--- src/rtl/dog_sprite_compositor_if.sv ---
// Pixel-path bundle between the timing/game side and the sprite compositor.
// The master drives pixel position, sync and per-dog sprite buses; the slave returns colour and delayed sync.
interface dog_sprite_compositor_if #(parameter int N = 4);
    logic              frame_tick;
    logic              active;
    logic [9:0]        px;
    logic [8:0]        py;
    logic              hs_in;
    logic              vs_in;
    logic [1:0]        bg_mode;
    logic [N*10-1:0]   posx_bus;
    logic [N*9-1:0]    posy_bus;
    logic [N*8-1:0]    hits_bus;
    logic [N*3-1:0]    col_bus;
    logic [2:0]        vga_r;
    logic [2:0]        vga_g;
    logic [1:0]        vga_b;
    logic              hs_out;
    logic              vs_out;

    modport master (
        output frame_tick, active, px, py, hs_in, vs_in, bg_mode,
               posx_bus, posy_bus, hits_bus, col_bus,
        input  vga_r, vga_g, vga_b, hs_out, vs_out
    );

    modport slave (
        input  frame_tick, active, px, py, hs_in, vs_in, bg_mode,
               posx_bus, posy_bus, hits_bus, col_bus,
        output vga_r, vga_g, vga_b, hs_out, vs_out
    );
endinterface

--- src/rtl/dog_sprite_compositor.sv ---
// N-dog sprite compositor: per-frame shadowed sprite state, damage blink, and a
// two-stage overlap/compositing pipeline with sync delayed to match colour.
module dog_sprite_compositor #(
    parameter int   N            = 4,
    parameter int   BOX_W        = 48,
    parameter int   BOX_H        = 32,
    parameter int   BAR_W        = 6,
    parameter int   BLINK_FRAMES = 8,
    parameter logic SYNC_IDLE    = 1'b1
) (
    input logic                  clk,
    input logic                  rst,
    dog_sprite_compositor_if.slave vif
);

    logic [9:0] sh_x      [N];
    logic [8:0] sh_y      [N];
    logic [7:0] sh_hits   [N];
    logic [2:0] sh_col    [N];
    logic [3:0] blink_cnt [N];
    logic       shadow_valid;

    logic [N-1:0] s1_box;
    logic [N-1:0] s1_bar;
    logic [N-1:0] s1_blink;
    logic [2:0]   s1_col [N];
    logic         s1_active;
    logic         s1_hs;
    logic         s1_vs;
    logic [1:0]   s1_bg;
    logic [4:0]   s1_pxh;
    logic [3:0]   s1_pyh;

    logic [2:0] mix_r;
    logic [2:0] mix_g;
    logic [1:0] mix_b;

    // Widened compares so a box near the right/bottom edge never wraps to 0.
    function automatic logic box_test(input logic [9:0] xp, input logic [8:0] yp,
                                      input logic [9:0] x0, input logic [8:0] y0);
        return (xp >= x0) && ({1'b0, xp} < ({1'b0, x0} + 11'(BOX_W)))
            && (yp >= y0) && ({1'b0, yp} < ({1'b0, y0} + 10'(BOX_H)));
    endfunction

    function automatic logic bar_test(input logic [9:0] xp, input logic [8:0] yp,
                                      input logic [9:0] x0, input logic [8:0] y0,
                                      input logic [7:0] hits);
        logic [13:0] prod;
        logic [5:0]  h;
        prod = 14'(hits) * 14'(BOX_H);
        h    = prod[13:8];
        return (xp >= x0) && ({1'b0, xp} < ({1'b0, x0} + 11'(BAR_W)))
            && (yp < y0) && (({1'b0, yp} + 10'(h)) >= {1'b0, y0});
    endfunction

    always_ff @(posedge clk or posedge rst) begin
        if (rst) begin
            shadow_valid <= 1'b0;
            for (int i = 0; i < N; i++) begin
                sh_x[i]      <= '0;
                sh_y[i]      <= '0;
                sh_hits[i]   <= '0;
                sh_col[i]    <= '0;
                blink_cnt[i] <= '0;
            end
        end else if (vif.frame_tick) begin
            shadow_valid <= 1'b1;
            for (int i = 0; i < N; i++) begin
                sh_x[i]    <= vif.posx_bus[10*i +: 10];
                sh_y[i]    <= vif.posy_bus[9*i +: 9];
                sh_hits[i] <= vif.hits_bus[8*i +: 8];
                sh_col[i]  <= vif.col_bus[3*i +: 3];
                if (vif.hits_bus[8*i +: 8] > sh_hits[i])
                    blink_cnt[i] <= 4'(BLINK_FRAMES);
                else if (blink_cnt[i] != 4'd0)
                    blink_cnt[i] <= blink_cnt[i] - 4'd1;
            end
        end
    end

    always_ff @(posedge clk or posedge rst) begin
        if (rst) begin
            s1_box    <= '0;
            s1_bar    <= '0;
            s1_blink  <= '0;
            s1_active <= 1'b0;
            s1_hs     <= SYNC_IDLE;
            s1_vs     <= SYNC_IDLE;
            s1_bg     <= '0;
            s1_pxh    <= '0;
            s1_pyh    <= '0;
            for (int i = 0; i < N; i++) s1_col[i] <= '0;
        end else begin
            for (int i = 0; i < N; i++) begin
                s1_box[i]   <= shadow_valid && box_test(vif.px, vif.py, sh_x[i], sh_y[i]);
                s1_bar[i]   <= shadow_valid && bar_test(vif.px, vif.py, sh_x[i], sh_y[i], sh_hits[i]);
                s1_blink[i] <= (blink_cnt[i] != 4'd0) && blink_cnt[i][0];
                s1_col[i]   <= sh_col[i];
            end
            s1_active <= vif.active;
            s1_hs     <= vif.hs_in;
            s1_vs     <= vif.vs_in;
            s1_bg     <= vif.bg_mode;
            s1_pxh    <= vif.px[9:5];
            s1_pyh    <= vif.py[8:5];
        end
    end

    // Later assignments override earlier ones: background, boxes by index, bars, blanking.
    always_comb begin
        mix_r = 3'b000;
        mix_g = 3'b000;
        mix_b = 2'b00;
        case (s1_bg)
            2'd0: begin
                mix_r = s1_pxh[4:2];
                mix_g = s1_pyh[3:1];
                mix_b = {s1_pxh[1] ^ s1_pyh[1], s1_pxh[0] ^ s1_pyh[0]};
            end
            2'd2: begin
                if (s1_pxh[0] ^ s1_pyh[0]) begin
                    mix_r = 3'b111;
                    mix_g = 3'b111;
                    mix_b = 2'b11;
                end
            end
            2'd3: mix_b = 2'b11;
            default: ;
        endcase
        for (int i = 0; i < N; i++) begin
            if (s1_box[i]) begin
                if (s1_blink[i]) begin
                    mix_r = 3'b111;
                    mix_g = 3'b111;
                    mix_b = 2'b11;
                end else begin
                    mix_r = {s1_col[i][2], s1_col[i][2], s1_col[i][1]};
                    mix_g = {s1_col[i][1], s1_col[i][1], s1_col[i][0]};
                    mix_b = {s1_col[i][0], s1_col[i][1]};
                end
            end
        end
        if (|s1_bar) begin
            mix_r = 3'b111;
            mix_g = 3'b000;
            mix_b = 2'b00;
        end
        if (!s1_active) begin
            mix_r = 3'b000;
            mix_g = 3'b000;
            mix_b = 2'b00;
        end
    end

    always_ff @(posedge clk or posedge rst) begin
        if (rst) begin
            vif.vga_r  <= '0;
            vif.vga_g  <= '0;
            vif.vga_b  <= '0;
            vif.hs_out <= SYNC_IDLE;
            vif.vs_out <= SYNC_IDLE;
        end else begin
            vif.vga_r  <= mix_r;
            vif.vga_g  <= mix_g;
            vif.vga_b  <= mix_b;
            vif.hs_out <= s1_hs;
            vif.vs_out <= s1_vs;
        end
    end

endmodule

--- src/flat_wrapper.sv ---
// flat-port wrapper written by rule: the top's interface ports become plain ports
module dog_sprite_compositor_flat 
#(
    parameter int   N            = 4,
    parameter int   BOX_W        = 48,
    parameter int   BOX_H        = 32,
    parameter int   BAR_W        = 6,
    parameter int   BLINK_FRAMES = 8,
    parameter logic SYNC_IDLE    = 1'b1
)
  (clk, rst, vif_frame_tick, vif_active, vif_px, vif_py, vif_hs_in, vif_vs_in, vif_bg_mode, vif_posx_bus, vif_posy_bus, vif_hits_bus, vif_col_bus, vif_vga_r, vif_vga_g, vif_vga_b, vif_hs_out, vif_vs_out);
  dog_sprite_compositor_if #(.N(N)) vif_i ();
  input logic clk;
  input logic rst;
  input wire logic [$bits(vif_i.frame_tick)-1:0] vif_frame_tick;
  input wire logic [$bits(vif_i.active)-1:0] vif_active;
  input wire logic [$bits(vif_i.px)-1:0] vif_px;
  input wire logic [$bits(vif_i.py)-1:0] vif_py;
  input wire logic [$bits(vif_i.hs_in)-1:0] vif_hs_in;
  input wire logic [$bits(vif_i.vs_in)-1:0] vif_vs_in;
  input wire logic [$bits(vif_i.bg_mode)-1:0] vif_bg_mode;
  input wire logic [$bits(vif_i.posx_bus)-1:0] vif_posx_bus;
  input wire logic [$bits(vif_i.posy_bus)-1:0] vif_posy_bus;
  input wire logic [$bits(vif_i.hits_bus)-1:0] vif_hits_bus;
  input wire logic [$bits(vif_i.col_bus)-1:0] vif_col_bus;
  output wire logic [$bits(vif_i.vga_r)-1:0] vif_vga_r;
  output wire logic [$bits(vif_i.vga_g)-1:0] vif_vga_g;
  output wire logic [$bits(vif_i.vga_b)-1:0] vif_vga_b;
  output wire logic [$bits(vif_i.hs_out)-1:0] vif_hs_out;
  output wire logic [$bits(vif_i.vs_out)-1:0] vif_vs_out;
  assign vif_i.frame_tick = vif_frame_tick;
  assign vif_i.active = vif_active;
  assign vif_i.px = vif_px;
  assign vif_i.py = vif_py;
  assign vif_i.hs_in = vif_hs_in;
  assign vif_i.vs_in = vif_vs_in;
  assign vif_i.bg_mode = vif_bg_mode;
  assign vif_i.posx_bus = vif_posx_bus;
  assign vif_i.posy_bus = vif_posy_bus;
  assign vif_i.hits_bus = vif_hits_bus;
  assign vif_i.col_bus = vif_col_bus;
  assign vif_vga_r = vif_i.vga_r;
  assign vif_vga_g = vif_i.vga_g;
  assign vif_vga_b = vif_i.vga_b;
  assign vif_hs_out = vif_i.hs_out;
  assign vif_vs_out = vif_i.vs_out;
  dog_sprite_compositor #(.N(N), .BOX_W(BOX_W), .BOX_H(BOX_H), .BAR_W(BAR_W), .BLINK_FRAMES(BLINK_FRAMES), .SYNC_IDLE(SYNC_IDLE)) u_core (.clk(clk), .rst(rst), .vif(vif_i));
endmodule
--- config.mk ---
export PLATFORM = sky130hd
export DESIGN_NAME = dog_sprite_compositor_flat
export DESIGN_NICKNAME = d
export VERILOG_FILES = /design/src/rtl/dog_sprite_compositor_if.sv /design/src/rtl/dog_sprite_compositor.sv /design/src/flat_wrapper.sv
export SDC_FILE = /design/constraint.sdc
export NUM_CORES = 1
export LEC_CHECK = 0
export BUFFER_PORTS_ARGS = -buffer_cell sky130_fd_sc_hd__buf_4
export CAP_MARGIN = 20
export CORE_UTILIZATION = 30
export DETAILED_ROUTE_END_ITERATION = 16
export HOLD_SLACK_MARGIN = 0.12
export PLACE_DENSITY_LB_ADDON = 0.15
export SLEW_MARGIN = 10
export SYNTH_ARGS = -nofsm -noshare
export SYNTH_HDL_FRONTEND = slang
export SYNTH_SLANG_ARGS = --single-unit
--- constraint.sdc ---
create_clock -name clk -period 10 [get_ports clk]
set_clock_uncertainty 0.2 [all_clocks]
set_input_delay 0.5 -clock clk [delete_from_list [all_inputs] [get_ports clk]]
set_output_delay 0.5 -clock clk [all_outputs]
set_load 0.005 [all_outputs]
==> results of run 1 <==
## state kept, by name, summed over array words and instances, names as in the netlist, 2 cells and up
signal / flops
u_core.s1_box: 4
u_core.s1_bar: 4
u_core.sh_x: 40
u_core.vif.vga_r: 3
u_core.s1_pyh: 4
u_core.sh_col: 12
u_core.blink_cnt: 16
u_core.s1_pxh: 5
u_core.sh_hits: 32
u_core.vif.vga_b: 2
u_core.s1_bg: 2
u_core.sh_y: 36
u_core.s1_blink: 4
u_core.vif.vga_g: 3
u_core.s1_col: 12
## critical path, cell delays in order, from the launching register on
cell and delay (ns):
dfrtp_1 0.43, ha_1 0.26, fa_1 0.45, a21o_1 0.18
a21oi_1 0.27, nor2b_1 0.10, o21ai_0 0.20, xnor2_1 0.10
ha_1 0.28, o21ai_0 0.08, a31oi_1 0.18, o21a_1 0.13
o21ai_0 0.07, a211oi_1 0.19
## cell families (layout without fill, tap and decap cells)
| kind of cell | count (synthesis) | count (layout) |
|---|---|---|
| compound gates | 406 | 406 |
| xor+xnor | 90 | 90 |
| fa+ha+maj | 264 | 264 |
| buf+inv | 164 | 461 |
| flops | 185 | 185 |
| mux | 24 | 24 |
| simple gates | 339 | 339 |
## area by class of cell
type                       count  area [um^2]
clock buffer                  21          470
tap                          592          741
timing repair buffer         296         2560
multi-input combinational   1123         8460
sequential                   185         4630
inverter                     134          510
fill                        4508        27100
clock inverter                10          119
## power by group
part           switching (mW)  internal, mW
registers              0.0822         0.848
logic                   0.431         0.396
clock network           0.323         0.387
## placed cells by master, fill, tap and decap left out, types with 6 or more instances in the layout
cell	synthesis	layout
a211oi_1	15	15
a21o_1	31	31
a21oi_1	80	80
a31oi_1	12	12
buf_4	0	160
clkbuf_16	0	17
dfrtp_1	181	181
dlygate4sd3_1	0	135
ha_1	260	260
inv_1	134	133
mux2_2	24	24
nand2_1	144	144
nand2b_1	30	30
nand3_1	29	29
nand4_1	10	10
nor2_1	68	68
nor2b_1	13	13
nor3_1	15	15
nor4_1	9	9
o211ai_1	12	12
o21a_1	25	25
o21ai_0	155	155
o21bai_1	13	13
o22ai_1	8	8
o41ai_1	6	6
xnor2_1	68	68
xor2_1	22	22
## worst max path at each step
stage / cells past startpoint / slack [ns] / startpoint / end
final: 13 / 6.80 / u_core.sh_hits[27]$_DFFE_PP0P_ / u_core.s1_bar[0]$_DFF_PP0_
after global routing: 13 / 6.58 / u_core.sh_hits[27]$_DFFE_PP0P_ / u_core.s1_bar[0]$_DFF_PP0_
after CTS: 13 / 6.76 / u_core.sh_hits[27]$_DFFE_PP0P_ / u_core.s1_bar[0]$_DFF_PP0_
after detailed placement: 14 / 6.59 / vif_py[0] / u_core.s1_bar[0]$_DFF_PP0_
after global placement: 14 / 6.62 / vif_py[0] / u_core.s1_bar[1]$_DFF_PP0_
after floorplan: 1 / 4.28 / rst / u_core.blink_cnt[0]$_DFFE_PP0P_
## metrics by stage
step / std cells / cell area (um^2) / util, % / setup slack, ns
floorplan: 1472 / 13700 / - / 4.28
global placement: 2195 / 15600 / 34.9 / 6.62
detailed placement: 2195 / 15600 / 34.9 / 6.59
CTS: 2361 / 17500 / 39.2 / 6.76
global route: 2361 / 17500 / 39.2 / 6.58
finish: 2361 / 17500 / 39.2 / 6.80
## per-layer routing
metal / track usage [%] / up-vias / wire [um]
met5: 0 / - / 13
met4: 5.56 / 2 / 803
met3: 3.83 / 46 / 1370
met2: 28.6 / 179 / 17900
met1: 23.2 / 5323 / 18800
li1: - / 5808 / -
==> results.yml, run 1 <==
run_status:
  status: "complete, no violations"
grt:
  grt_max_degree: 117
  grt_overflow: 0
  grt_pass1_vias: 11700
  grt_antenna_before_repair: 1
  grt_usage_pct: 17.6
  grt_pass1_wl_mm: 63.4
drt:
  wl_per_cell_um: 16.4
  vias_per_cell: 4.81
  first_iter_violations: 466
  remaining_drc_errors: 0
  antenna_left: 0
  wl_mm: 38.8
  drt_pass1_iterations: 5
  vias: 11400
worst_setup_path:
  worst-path-max-fanout: 3
  cp.required_ns: 10.20
  endpoint_kind: "flip-flop"
  rr_worst_depth: 13
  crit_arrival_ns: 3.40
  worst_r2r_startpoint: "u_core.sh_hits[27]$_DFFE_PP0P_"
  r2r_end: "u_core.s1_bar[0]$_DFF_PP0_"
  r2r_setup_slack_ns: 6.80
  start_kind: "flip-flop"
  worst-setup-path-type: "flip-flop to flip-flop"
clock_tree:
  cts_max_level: 4
  clock_sinks: 185
  cts_hold_buf: 135
  tritoncts: "yes"
  cts_buffer_depth: 2
  cts-buffers-inserted: 17
  cts_root_buf: "clkbuf_16"
  cts-resized-gates: 0
  clk_pin_slew_ns: 0.07
  clk_latency_ns: 0.49
  postCtsSetupBuffers: 0
power:
  irDropWorstVdd_uv: 78.8
  powerDensity_nw_per_um2: 141
  power_mw: 2.47
  p_leak_nw: 8.30
sta:
  hold_violations: 0
  relSlewSlack_pct: 36.3
  whs_ns: 0.152
  finalSetupViolCount: 0
  rsz0062_at_grt: "no"
  worst_pin_slew_ns: 0.944
  min_period_ns: 3.20
  drv_slew: 0
  fmax_ghz: 0.312
  setup_tns_ns: 0
  finalCritPeriodShare_pct: 32.0
yosys:
  synthMuxAreaShare_pct: 1.97
  syn_area_per_cell_um2: 9.31
  synthFlopType: "dfrtp_1"
  synth_area_leaders: "dfrtp_1, ha_1, o21ai_0"
  postSynthNetCount: 1883
  async_flop_share_pct: 100
  synthSimpleGateAreaFrac_pct: 11.4
  synth_cell_type_count: 54
  synth_largest_area_cell: "dfrtp_1"
  synth_seq_cells: 185
  synth-compound-area-share_pct: 18.3
  synthAdderAreaFrac_pct: 24.3
  synth_edf_count: 0
  synth_commonest_cells: "ha_1, dfrtp_1, o21ai_0"
  synthMostInstantiatedCell: "ha_1"
  synth_top_family_by_area: "adder cells"
  yosys.area.top_type_share_pct: 33.0
  netlist_area_um2: 13700
  ys_seq_area_share_pct: 33.8
  syn_inst: 1472
  yosys_warnings: 0
  yosys.area_share.xor_xnor_pct: 5.75
worst_hold_path:
  holdCritStartpoint: "u_core.s1_hs$_DFF_PP1_"
  whs_endpoint: "u_core.vif.hs_out$_DFF_PP1_"
  hp-class: "flip-flop to flip-flop"
  min_path_cells: 0
floorplan:
  ios: 157
  start_util_pct: 30.7
  die_y_um: 216
  die_x_um: 216
  rows: 77
  coreArea_um2: 44600
  die_area_um2: 46600
placement:
  dp_hpwl_mm: 29.3
  place_congestion: 0.854
  port_buffers: 156
cells_and_area:
  drive_gt1_share_pct: 12.8
  synthToLayoutAreaGrowth_pct: 27.6
  antenna_cells: 0
  final_nets: 2168
run:
  drv_cap: 0
Note: power is estimated with default switching activity, not from simulation.
==> inputs of run 2 (changes only) <==
==> constraint.sdc (replaced) <==
create_clock -name clk -period 2.95 [get_ports clk]
set_clock_uncertainty 0.2 [all_clocks]
set_input_delay 0.1475 -clock clk [delete_from_list [all_inputs] [get_ports clk]]
set_output_delay 0.1475 -clock clk [all_outputs]
set_load 0.005 [all_outputs]
==> results.yml, run 2 (synthesized netlist as in run 1, its figures left out) <==
run_status:
  status: "complete, no violations"
sta:
  fin_ws_ns: 0.0382
  rsz0062_at_grt: "yes"
  hold_violations: 0
  relSlewSlack_pct: 47.8
  whs_ns: 0.143
  drv_slew: 0
  finalCritPeriodShare_pct: 98.7
  finalSetupViolCount: 0
  setup_tns_ns: 0
  fmax_ghz: 0.343
  worst_pin_slew_ns: 0.772
  min_period_ns: 2.91
worst_setup_path:
  endpoint_kind: "flip-flop"
  crit_arrival_ns: 3.07
  slowest_stage: "dfrtp_1"
  cpPeakStageDelay_ns: 0.42
  worst-path-max-fanout: 2
  start_kind: "flip-flop"
  worstPathCellList: "ha_4 -> fa_2 -> a21o_1 -> a21oi_2 -> nor2b_2 -> o21ai_2 -> xnor2_1 -> ha_1 -> buf_4 -> a41o_1 -> a211oi_2 -> nor4bb_1"
  cp.required_ns: 3.11
  worst-setup-path-type: "flip-flop to flip-flop"
placement:
  dp_hpwl_mm: 30.1
  place_congestion: 0.837
  port_buffers: 156
  postPlaceCellArea_um2: 16000
  preCtsSetupSlack_ns: -0.209
grt:
  grt_antenna_before_repair: 1
  grt_pass1_wl_mm: 65.5
  grt_overflow: 0
  grt_usage_pct: 18.0
  grt_pass1_vias: 12400
  grt_max_degree: 93
cells_and_area:
  top_register: "u_core.sh_x"
  drive_gt1_share_pct: 16.1
  largest_reg_flops: 40
  multi_input_area_um2: 8610
  final_cell_mix: "ha_1, dlygate4sd3_1, buf_4"
  final_nets: 2314
  synthToLayoutAreaGrowth_pct: 38.9
  fillerInstances: 4427
  area.sequential_um2: 4630
  reg.largest.list: "u_core.sh_x x40, u_core.sh_y x36, u_core.sh_hits x32"
  antenna_cells: 0
  design_area_um2: 19000
  layout_commonest_cell: "ha_1"
  final_util_pct: 42.7
floorplan:
  ios: 157
  die_y_um: 216
  die_area_um2: 46600
  coreArea_um2: 44600
  rows: 77
  start_util_pct: 30.7
  die_x_um: 216
drt:
  antenna_left: 0
  vias_per_cell: 4.80
  drt_pass1_iterations: 5
  first_iter_violations: 457
  vias: 12000
  wl_per_cell_um: 16.1
  wl_mm: 40.3
  remaining_drc_errors: 0
clock_tree:
  cts-buffers-inserted: 17
  cts_buffer_depth: 2
  clk_pin_slew_ns: 0.08
  cts_root_buf: "clkbuf_16"
  tritoncts: "yes"
  clk_latency_ns: 0.48
  clock_sinks: 185
  cts_max_level: 4
worst_hold_path:
  hp-class: "primary input to async pin"
run:
  drv_cap: 0
power:
  irDropWorstVdd_uv: 304
  p_leak_nw: 8.95
  powerDensity_nw_per_um2: 456
run 2: final timing paths:
path / cells after the start / to / from / slack (ns)
min in group clk: 0 / u_core.vif.hs_out$_DFF_PP1_ / u_core.s1_hs$_DFF_PP1_ / 0.16
hold / removal: 3 / u_core.sh_hits[23]$_DFFE_PP0P_ / rst / 0.14
setup reg to reg: 12 / u_core.s1_bar[1]$_DFF_PP0_ / u_core.sh_hits[19]$_DFFE_PP0P_ / 0.04
max in group asynchronous: 4 / u_core.vif.hs_out$_DFF_PP1_ / rst / 1.67
hold reg to reg: 0 / u_core.vif.hs_out$_DFF_PP1_ / u_core.s1_hs$_DFF_PP1_ / 0.16
setup / recovery: 12 / u_core.s1_bar[1]$_DFF_PP0_ / u_core.sh_hits[19]$_DFFE_PP0P_ / 0.04
run 2: routing by layer:
layer  share of wire (%)  up-vias  track usage [%]
li1                    -     6093                -
met3                 3.1       44             2.97
met5               0.042        -                0
met1                  48     5726             23.5
met2                  47      177             30.2
met4                 1.9        2             6.08
run 2: through the flow:
step	power (mW)	cells
6_report	8.68	2508
5_1_grt	9.37	2508
4_1_cts	8.75	2501
3_5_place_dp	5.99	2240
3_3_place_gp	5.94	2240
2_1_floorplan	4.97	1472
run 2: cell type report:
type	instances	share of cell area, %
inverters	134	2.66
clock inverters	12	0.729
clock buffers	20	2.35
flip-flops and latches	185	24.3
well taps	592	3.89
repair buffers	442	20.8
multi-input cells	1123	45.2
run 2: timing repair:
item / in CTS / in global routing
hold buffers: 229 / 0
hold endpoints to repair: 327 / 0
pin swaps: 2 / 27
setup buffers: 0 / 7
resized for setup: 10 / 35
setup endpoints to repair: 5 / 7
run 2: critical path: cells and delay by family, from the launching register on:
kind | cells | cell delay (ns)
adders and majority gates | 3 | 0.84
xor gates and xnor gates | 1 | 0.09
DFF | 1 | 0.42
and+or+nand+nor | 2 | 0.16
buffers and inverters | 1 | 0.14
AOI/OAI and AO/OA | 5 | 0.94
run 2: power by group:
group          switching (mW)  total, mW  internal [mW]
Clock                    1.11       2.39           1.28
Sequential              0.267       3.14           2.88
Combinational            1.56       3.14           1.58
==> inputs of run 3 (changes only) <==
--- a/config.mk
+++ b/config.mk
@@ -5,10 +5,10 @@
 export SDC_FILE = /design/constraint.sdc
 export NUM_CORES = 1
 export LEC_CHECK = 0
-export BUFFER_PORTS_ARGS = -buffer_cell sky130_fd_sc_hd__buf_4
 export CAP_MARGIN = 20
 export CORE_UTILIZATION = 30
 export DETAILED_ROUTE_END_ITERATION = 16
+export DONT_BUFFER_PORTS = 1
 export HOLD_SLACK_MARGIN = 0.12
 export PLACE_DENSITY_LB_ADDON = 0.15
 export SLEW_MARGIN = 10
==> constraint.sdc (replaced) <==
create_clock -name clk -period 2.95 [get_ports clk]
set_clock_uncertainty 0.2 [all_clocks]
set_input_delay 0.1475 -clock clk [delete_from_list [all_inputs] [get_ports clk]]
set_output_delay 0.1475 -clock clk [all_outputs]
set_load 0.02 [all_outputs]
==> results.yml, run 3 (synthesized netlist as in run 1, its figures left out) <==
sta:
  worst_pin_slew_ns: 0.934
  finalCritPeriodShare_pct: 97.4
  rsz0062_at_grt: "yes"
  finalSetupViolCount: 0
  min_period_ns: 2.87
  relSlewSlack_pct: 37.6
  drv_slew: 0
  fin_ws_ns: 0.0758
  fmax_ghz: 0.348
  hold_violations: 0
grt:
  grt_overflow: 0
  grt_usage_pct: 19.6
  grt_pass1_wl_mm: 70.3
  grt_antenna_before_repair: 1
  grt_pass1_vias: 12800
  grt_max_degree: 161
drt:
  antenna_left: 0
  first_iter_violations: 581
  wl_mm: 44.1
  vias: 12100
  vias_per_cell: 4.89
  wl_per_cell_um: 17.8
  remaining_drc_errors: 0
  drt_pass1_iterations: 5
power:
  internal_power_mw: 5.63
  p_comb_share_pct: 36.8
  seq_power_share_pct: 37.2
  power_mw: 8.57
  p_sw_mw: 2.94
  switching_share_pct: 34.3
  p_leak_nw: 8.71
  powerDensity_nw_per_um2: 449
  clkPwrFrac_pct: 26.0
  irDropWorstVdd_uv: 349
floorplan:
  rows: 77
  coreArea_um2: 44600
  ios: 157
  die_area_um2: 46600
  start_util_pct: 30.7
  die_x_um: 216
  die_y_um: 216
cells_and_area:
  reg.largest.list: "u_core.sh_x x40, u_core.sh_y x36, u_core.sh_hits x32"
  fillerInstances: 4371
  largest_reg_flops: 40
  layout_commonest_cell: "dlygate4sd3_1"
  drive_gt1_share_pct: 7.95
  final_nets: 2285
  antenna_cells: 0
  top_register: "u_core.sh_x"
  synthToLayoutAreaGrowth_pct: 39.2
  final_cell_mix: "dlygate4sd3_1, ha_1, dfrtp_1"
placement:
  dp_hpwl_mm: 29.3
  place_congestion: 0.834
  port_buffers: 0
  preCtsSetupSlack_ns: -0.148
worst_hold_path:
  min_path_cells: 5
  whs_endpoint: "u_core.s1_bar[0]$_DFF_PP0_"
  hp-class: "primary input to flip-flop"
  holdCritStartpoint: "vif_py[6]"
worst_setup_path:
  r2r_setup_slack_ns: 0.08
  cp.required_ns: 3.12
  endpoint_kind: "flip-flop"
  startpoint: "u_core.sh_hits[19]$_DFFE_PP0P_"
  worst-path-max-fanout: 2
  worst_r2r_startpoint: "u_core.sh_hits[19]$_DFFE_PP0P_"
  start_kind: "flip-flop"
  rr_worst_depth: 13
  worst-setup-path-type: "flip-flop to flip-flop"
  crit_arrival_ns: 3.05
  r2r_end: "u_core.s1_bar[1]$_DFF_PP0_"
clock_tree:
  cts_buffer_depth: 2
  cts_max_level: 4
  tritoncts: "yes"
  cts_root_buf: "clkbuf_16"
  clock_sinks: 185
  cts-buffers-inserted: 17
  clk_pin_slew_ns: 0.08
  clk_latency_ns: 0.49
run_status:
  status: "complete, no violations"
run:
  drv_cap: 0
run 3: metal layers:
| layer | vias up | GRT usage, % | share of wire, % |
|---|---|---|---|
| met4 | 0 | 5.74 | 1.6 |
| li1 | 6027 | - | - |
| met5 | - | 0 | 0 |
| met3 | 48 | 4.13 | 4.1 |
| met1 | 5829 | 24.4 | 46 |
| met2 | 205 | 33.8 | 48 |
run 3: power groups by stage:
stage | Sequential (mW) | Combinational (mW) | Clock, mW
after global routing | 3.23 | 3.60 | 2.41
after CTS | 3.19 | 3.10 | 2.32
after global placement | 3.23 | 2.43 | 0
final | 3.19 | 3.15 | 2.23
after detailed placement | 3.23 | 2.48 | 0
after floorplan | 3.14 | 1.86 | 0
run 3: cell type report:
| class | instances | area (um^2) | area share [%] |
|---|---|---|---|
| clock inverter | 10 | 68.8 | 0.361 |
| sequential | 185 | 4630 | 24.3 |
| tap | 592 | 741 | 3.88 |
| multi-input combinational | 1123 | 8590 | 45.0 |
| timing repair buffer | 413 | 4070 | 21.3 |
| clock buffer | 21 | 460 | 2.41 |
| inverter | 134 | 507 | 2.66 |
run 3: worst max-delay path by stage:
stage | end | slack [ns]
6_report | u_core.s1_bar[1]$_DFF_PP0_ | 0.08
3_3_place_gp | u_core.s1_bar[1]$_DFF_PP0_ | -0.12
2_1_floorplan | u_core.s1_bar[1]$_DFF_PP0_ | 0.05
5_1_grt | u_core.s1_bar[1]$_DFF_PP0_ | -0.07
4_1_cts | u_core.s1_bar[1]$_DFF_PP0_ | 0.005
3_5_place_dp | u_core.s1_bar[1]$_DFF_PP0_ | -0.15
run 3: critical path: stages, from the launching register on:
cell,delay (ns)
dfrtp_1,0.39
ha_2,0.19
fa_2,0.34
a21o_1,0.18
a21oi_2,0.17
nor2b_1,0.08
o21ai_1,0.16
xnor2_1,0.15
ha_1,0.27
nand3_1,0.09
nand2_1,0.05
a41o_1,0.21
a211oi_2,0.22
nor4bb_2,0.07
run 3: timing repair:
| action | 4_1_cts | 5_1_grt |
|---|---|---|
| endpoints found under the hold margin | 340 | 3 |
| endpoints found under the setup margin | 3 | 8 |
| hold buffers | 354 | 4 |
| resized for setup | 6 | 30 |
| pin swaps | 1 | 15 |
| setup buffers | 0 | 5 |
run 3: metrics by stage:
step / setup TNS, ns / area [um^2] / utilization, % / hold slack (ns) / instances
after floorplan: 0 / 13700 / - / -0.0480 / 1472
after global placement: -0.125 / 14800 / 33.1 / -0.0480 / 2085
after detailed placement: -0.271 / 14800 / 33.1 / -0.0479 / 2085
after CTS: 0 / 18900 / 42.3 / -0.540 / 2470
after global routing: -0.123 / 19100 / 42.8 / 0.130 / 2478
final: 0 / 19100 / 42.8 / 0.110 / 2478
